==> config.mk <==
export PLATFORM = sky130hd
export DESIGN_NAME = addr_mu_nd
export DESIGN_NICKNAME = d
export VERILOG_FILES = /design/src/rtl/addr_mu_pkg.sv /design/src/rtl/addr_mu_loop.sv /design/src/rtl/addr_mu_nd.sv
export SDC_FILE = /design/constraint.sdc
export NUM_CORES = 1
export LEC_CHECK = 0
export BUFFER_PORTS_ARGS = -buffer_cell sky130_fd_sc_hd__buf_2
export CORE_ASPECT_RATIO = 1.75
export CORE_MARGIN = 2
export CORE_UTILIZATION = 41
export CTS_CLUSTER_DIAMETER = 200
export DETAILED_ROUTE_END_ITERATION = 12
export PLACE_DENSITY_LB_ADDON = 0.3
export SLEW_MARGIN = 20
export SYNTH_ARGS = -nofsm -noshare
export SYNTH_HDL_FRONTEND = slang
export SYNTH_SLANG_ARGS = --single-unit
==> constraint.sdc <==
create_clock -name clk -period 11.3 [get_ports clk]
set_clock_uncertainty 0.05 [all_clocks]
set_input_delay 1.695 -clock clk [delete_from_list [all_inputs] [get_ports clk]]
set_output_delay 1.695 -clock clk [all_outputs]
set_load 0.02 [all_outputs]
==> src/rtl/addr_mu_pkg.sv <==
`default_nettype none
// +----------------------------------------------------------------------+
// | addr_mu_pkg : shared types and default widths for the dnoc           |
// |               nested-loop address generator                          |
// | Revision    : 1.0                                                    |
// +----------------------------------------------------------------------+
package addr_mu_pkg;

  typedef enum logic [0:0] {
    IDLE = 1'b0,
    RUN  = 1'b1
  } state_e;

  localparam int C_NUM_LOOP = 4;
  localparam int C_ADDR_W   = 13;
  localparam int C_CNT_W    = 13;

endpackage
`default_nettype wire

==> src/rtl/addr_mu_loop.sv <==
`default_nettype none
// +----------------------------------------------------------------------+
// | addr_mu_loop : one nesting level (iteration counter + address offset)|
// | Revision     : 1.0                                                   |
// +----------------------------------------------------------------------+
module addr_mu_loop
  import addr_mu_pkg::*;
#(
  parameter int ADDR_W = C_ADDR_W,
  parameter int CNT_W  = C_CNT_W
) (
  input  logic              clk,
  input  logic              rst,
  input  logic              clr,
  input  logic              step,
  input  logic [CNT_W-1:0]  lenth,
  input  logic [ADDR_W-1:0] gap,
  output logic [ADDR_W-1:0] offset_nxt,
  output logic              at_target
);

  logic [CNT_W-1:0]  r_cnt;
  logic [ADDR_W-1:0] r_offset;
  logic [CNT_W-1:0]  w_cnt_nxt;

  assign at_target = (r_cnt == lenth);

  // offset_nxt is exported so the top can form the next address in the same cycle
  always_comb begin
    w_cnt_nxt  = r_cnt;
    offset_nxt = r_offset;
    if (clr) begin
      w_cnt_nxt  = '0;
      offset_nxt = '0;
    end else if (step) begin
      if (at_target) begin
        w_cnt_nxt  = '0;
        offset_nxt = '0;
      end else begin
        w_cnt_nxt  = r_cnt + CNT_W'(1);
        offset_nxt = r_offset + gap;
      end
    end
  end

  always_ff @(posedge clk) begin
    if (rst) begin
      r_cnt    <= '0;
      r_offset <= '0;
    end else begin
      r_cnt    <= w_cnt_nxt;
      r_offset <= offset_nxt;
    end
  end

endmodule
`default_nettype wire

==> src/rtl/addr_mu_nd.sv <==
`default_nettype none
// +----------------------------------------------------------------------+
// | addr_mu_nd : N-level nested-loop address generator with valid/ready  |
// |              output, last/done flags and one-shot or wrap mode       |
// | Revision   : 1.0                                                     |
// +----------------------------------------------------------------------+
module addr_mu_nd
  import addr_mu_pkg::*;
#(
  parameter int NUM_LOOP = C_NUM_LOOP,
  parameter int ADDR_W   = C_ADDR_W,
  parameter int CNT_W    = C_CNT_W
) (
  input  logic                         clk,
  input  logic                         rst,
  input  logic [ADDR_W-1:0]            cfg_base_addr,
  input  logic [NUM_LOOP*ADDR_W-1:0]   cfg_gap,
  input  logic [NUM_LOOP*CNT_W-1:0]    cfg_lenth,
  input  logic                         cfg_wrap,
  input  logic                         start,
  output logic                         addr_vld,
  input  logic                         addr_rdy,
  output logic [ADDR_W-1:0]            addr_out,
  output logic                         addr_last,
  output logic                         done,
  output logic                         busy
);

  state_e                       r_state;
  state_e                       w_state_nxt;
  logic [ADDR_W-1:0]            r_base;
  logic [NUM_LOOP*ADDR_W-1:0]   r_gap;
  logic [NUM_LOOP*CNT_W-1:0]    r_lenth;
  logic                         r_wrap;
  logic [ADDR_W-1:0]            r_addr;
  logic                         r_done;

  logic [NUM_LOOP-1:0]          w_step;
  logic [NUM_LOOP-1:0]          w_at_target;
  logic [ADDR_W-1:0]            w_off_nxt [NUM_LOOP];
  logic [ADDR_W-1:0]            w_addr_nxt;
  logic                         w_vld;
  logic                         w_adv;
  logic                         w_all_target;
  logic                         w_final;

  // start outranks a same-cycle handshake
  assign w_adv        = w_vld & addr_rdy & ~start;
  assign w_all_target = &w_at_target;
  assign w_final      = w_adv & w_all_target & ~r_wrap;

  // odometer carry: a level steps only when every inner level is at target
  assign w_step[NUM_LOOP-1] = w_adv;
  for (genvar i = 0; i < NUM_LOOP - 1; i++) begin : g_step
    assign w_step[i] = w_step[i+1] & w_at_target[i+1];
  end

  for (genvar i = 0; i < NUM_LOOP; i++) begin : g_loop
    addr_mu_loop #(
      .ADDR_W (ADDR_W),
      .CNT_W  (CNT_W)
    ) u_loop (
      .clk        (clk),
      .rst        (rst),
      .clr        (start),
      .step       (w_step[i]),
      .lenth      (r_lenth[i*CNT_W +: CNT_W]),
      .gap        (r_gap[i*ADDR_W +: ADDR_W]),
      .offset_nxt (w_off_nxt[i]),
      .at_target  (w_at_target[i])
    );
  end

  always_comb begin
    w_addr_nxt = r_base;
    for (int i = 0; i < NUM_LOOP; i++) begin
      w_addr_nxt = w_addr_nxt + w_off_nxt[i];
    end
  end

  always_ff @(posedge clk) begin
    if (rst) begin
      r_state <= IDLE;
    end else begin
      r_state <= w_state_nxt;
    end
  end

  always_comb begin
    w_state_nxt = r_state;
    if (start) begin
      w_state_nxt = RUN;
    end else if (w_final) begin
      w_state_nxt = IDLE;
    end
  end

  always_comb begin
    w_vld = (r_state == RUN);
  end

  always_ff @(posedge clk) begin
    if (rst) begin
      r_base  <= '0;
      r_gap   <= '0;
      r_lenth <= '0;
      r_wrap  <= 1'b0;
    end else if (start) begin
      r_base  <= cfg_base_addr;
      r_gap   <= cfg_gap;
      r_lenth <= cfg_lenth;
      r_wrap  <= cfg_wrap;
    end
  end

  // a one-shot run keeps showing its final address after completion
  always_ff @(posedge clk) begin
    if (rst) begin
      r_addr <= '0;
      r_done <= 1'b0;
    end else begin
      r_done <= w_final;
      if (start) begin
        r_addr <= cfg_base_addr;
      end else if (w_adv && !w_final) begin
        r_addr <= w_addr_nxt;
      end
    end
  end

  assign addr_vld  = w_vld;
  assign busy      = w_vld;
  assign addr_out  = r_addr;
  assign addr_last = w_vld & w_all_target;
  assign done      = r_done;

endmodule
`default_nettype wire

==> impl_metrics.csv <==
group,metric,value,unit
outcome,status,"finished clean",
sta,final-setup-viol-count,0,
floorplan,initial_utilization,41.5,%
critical_path,required,11.64,ns
sta,rsz0062_at_grt,"false",
clock_tree,cts.sinks,237,
critical_path,startpoint_type,"input pin",
routing,totalWireLength,34700,µm
clock_tree,cts_htree_levels,1,
critical_path,path_buf_inv,3,
critical_path,r2r_slack,4.44,ns
floorplan,die_y,242,µm
sta,hold_violations,0,
clock_tree,clockRootBuffer,"clkbuf_16",
synthesis,synthTopCellsByCount,"nor2_1, dfxtp_1, mux2i_1, inv_1, nand2_1",
finish,nets,1864,
finish,stdcell_count,2055,
routing,wl_per_cell,16.9,µm
critical_path,r2r-end,"addr_out[11]",
worst_hold_path,hold_depth,2,
floorplan,rows,87,
sta,maxSlewViolCount,0,
synthesis,synth_most_common_cell,"nor2_1",
critical_path,critPathMaxStageDelay,0.61,ns
placed_design,dpl_worst_slack,3.04,ns
floorplan,core,32100,µm²
placed_design,gp_congestion,0.917,
run,cap_violations,0,
critical_path,crit_type,"in2reg",
sta,relSlewSlack,39.3,%
clock_tree,cts.path.max_buffers,3,
synthesis,synthFlopType,"dfxtp_1",
clock_tree,cts.repair.resized,0,
grt,grt_pass1_vias,10800,
sta,layout_setup_ws,3.63,ns
critical_path,rr_worst_depth,25,
clock_tree,cts_tree,"built",
finish,stdcell_area,15200,µm²
synthesis,synth_top_area_share,35.6,%
power_and_ir_drop,ir_drop,0.0994,mV
synthesis,ys_warn_count,0,
critical_path,worst_setup_path_end_kind,"register",
floorplan,die_area,34000,µm²
synthesis,syn-mean-instance-area,8.71,µm²
power_and_ir_drop,power_density,126,nW/µm²
synthesis,synth-seq-cells,237,
critical_path,setup.worst_path.start,"addr_rdy",
power_and_ir_drop,p_total,1.92,mW
sta,tightest_slew,0.899,ns
worst_hold_path,worstHoldStart,"r_base[10]",
synthesis,synth-seq-area-share,35.6,%
finish,fillers,3073,
finish,utilization,47.3,%
finish,multi_input_area,7950,µm²
placed_design,place_area,14400,µm²
synthesis,synthArstFlopShare,0,%
synthesis,syn_nets,1756,
clock_tree,clk_latency,0.54,ns
clock_tree,cts_buffers,25,
critical_path,crit_path_max_fanout,20,
finish,antenna_cells,0,
critical_path,crit_path_frequent_cell,"a21oi_1",
floorplan,pin_count,139,
routing,drc,0,
sta,max_clock_freq,130,MHz
placed_design,dpl.hpwl,26200,µm
synthesis,synth.area.top_cells,"dfxtp_1, mux2i_1, nor2_1, ha_1, fa_1",
finish,area_growth,14.0,%
grt,overflow,0,
routing,dr.pass1.iters,6,
finish,drive_gt1_share,14.0,%
sta,period_share,67.9,%
placed_design,portBuffers,138,
finish,seq_area,4740,µm²
grt,grt_usage,20.4,%
worst_hold_path,holdPathEnd,"r_base[10]",
sta,finalSetupTns,0,ns
clock_tree,cts_setup_buffers,0,
synthesis,yosysUniqueCellTypes,62,
grt,grt_pass1_wl,55700,µm
clock_tree,cts.hold.buffers_added,0,
synthesis,synth-edff-count,0,
synthesis,synth_cells,1530,
routing,drt_iter0_markers,465,
critical_path,reg2reg_from,"addr_vld",
floorplan,die_x,140,µm
worst_hold_path,hold_class,"reg2reg",
grt,antenna_found_initial,0,
routing,via_per_inst,5.26,
synthesis,synth_top_area_cell,"dfxtp_1",
grt,grt_max_degree,78,
routing,ant_nets,0,
routing,vias,10800,
placed_design,dp_cells,2011,
synthesis,synth_area,13300,µm²
critical_path,cp_data_arrival_time,8.01,ns
sta,fin_crit,7.67,ns
clock_tree,path_clk_slew,0.07,ns
critical_path,slowest_stage,"and3_1",
power_and_ir_drop,p_leak,6.83,nW
sta,fin_hold_ws,0.426,ns
critical_path,path_delay_family,"simple AND/OR/NAND/NOR gates",
==> how the worst max path moves through the flow <==
stage / slack (ns) / endpoint / cells past startpoint
after floorplan: 4.21 / addr_out[12] / 26
after global placement: 3.20 / addr_out[12] / 27
after detailed placement: 3.04 / addr_out[12] / 27
after CTS: 3.62 / addr_out[12] / 27
after global routing: 3.12 / addr_out[12] / 27
final: 3.63 / addr_out[11] / 26
==> area by class of cell <==
class | instances | share of cell area, %
flip-flops and latches | 237 | 31.2
well taps | 400 | 3.30
clock inverters | 13 | 0.808
multi-input cells | 1128 | 52.3
repair buffers | 152 | 5.31
clock buffers | 31 | 4.66
inverters | 94 | 2.32
==> per-layer routing <==
metal | wire, µm | part of all wire [%] | track usage, %
met5 | 0 | 0 | 0
met4 | 1460 | 4.2 | 8.91
met3 | 1280 | 3.7 | 2.29
met2 | 18300 | 53 | 38.3
met1 | 13700 | 39 | 22.8
==> cell families after synthesis <==
| family | share of synthesized area, % |
|---|---|
| buffers and inverters | 4.73 |
| and+or+nand+nor | 19.0 |
| AOI/OAI and AO/OA | 9.80 |
| muxes | 9.78 |
| adders and majority gates | 12.0 |
| DFF | 35.6 |
| xor gates and xnor gates | 9.07 |
==> state kept, by name, indices dropped and copies added (netlist names) <==
register and flops:
r_lenth 52, g_loop.u_loop.r_offset 52, addr_vld 1, r_gap 52, r_base 13, done 1
addr_out 13, r_wrap 1, g_loop.u_loop.r_cnt 52
==> cell usage in the layout (no fill, tap or decap), types with 5 or more instances in the layout <==
cell type,n
a21o_1,10
a21oi_1,83
a22oi_1,19
a31oi_1,7
and2_0,5
and2_1,12
and3_1,19
buf_2,136
buf_4,15
clkbuf_16,25
clkbuf_8,7
clkinv_2,9
dfxtp_1,237
fa_1,39
ha_1,65
inv_1,93
mux2i_1,129
nand2_1,87
nand3_1,27
nand4_1,22
nor2_1,267
nor2b_1,7
nor3_1,29
nor4_1,10
o211ai_1,8
o21a_1,6
o21ai_0,30
o21bai_1,13
or2_2,27
or3_1,13
xnor2_1,60
xor2_1,78
==> where the power goes <==
group	internal [mW]	switching (mW)
Sequential	0.864	0.0222
Combinational	0.0806	0.111
Clock	0.489	0.354
Total	1.43	0.487
==> worst min-delay path: stages, from the launching register on <==
cell and delay (ns):
dfxtp_1 0.31, nand2_1 0.06, a21oi_1 0.06
Note: power is estimated with default switching activity, not from simulation.
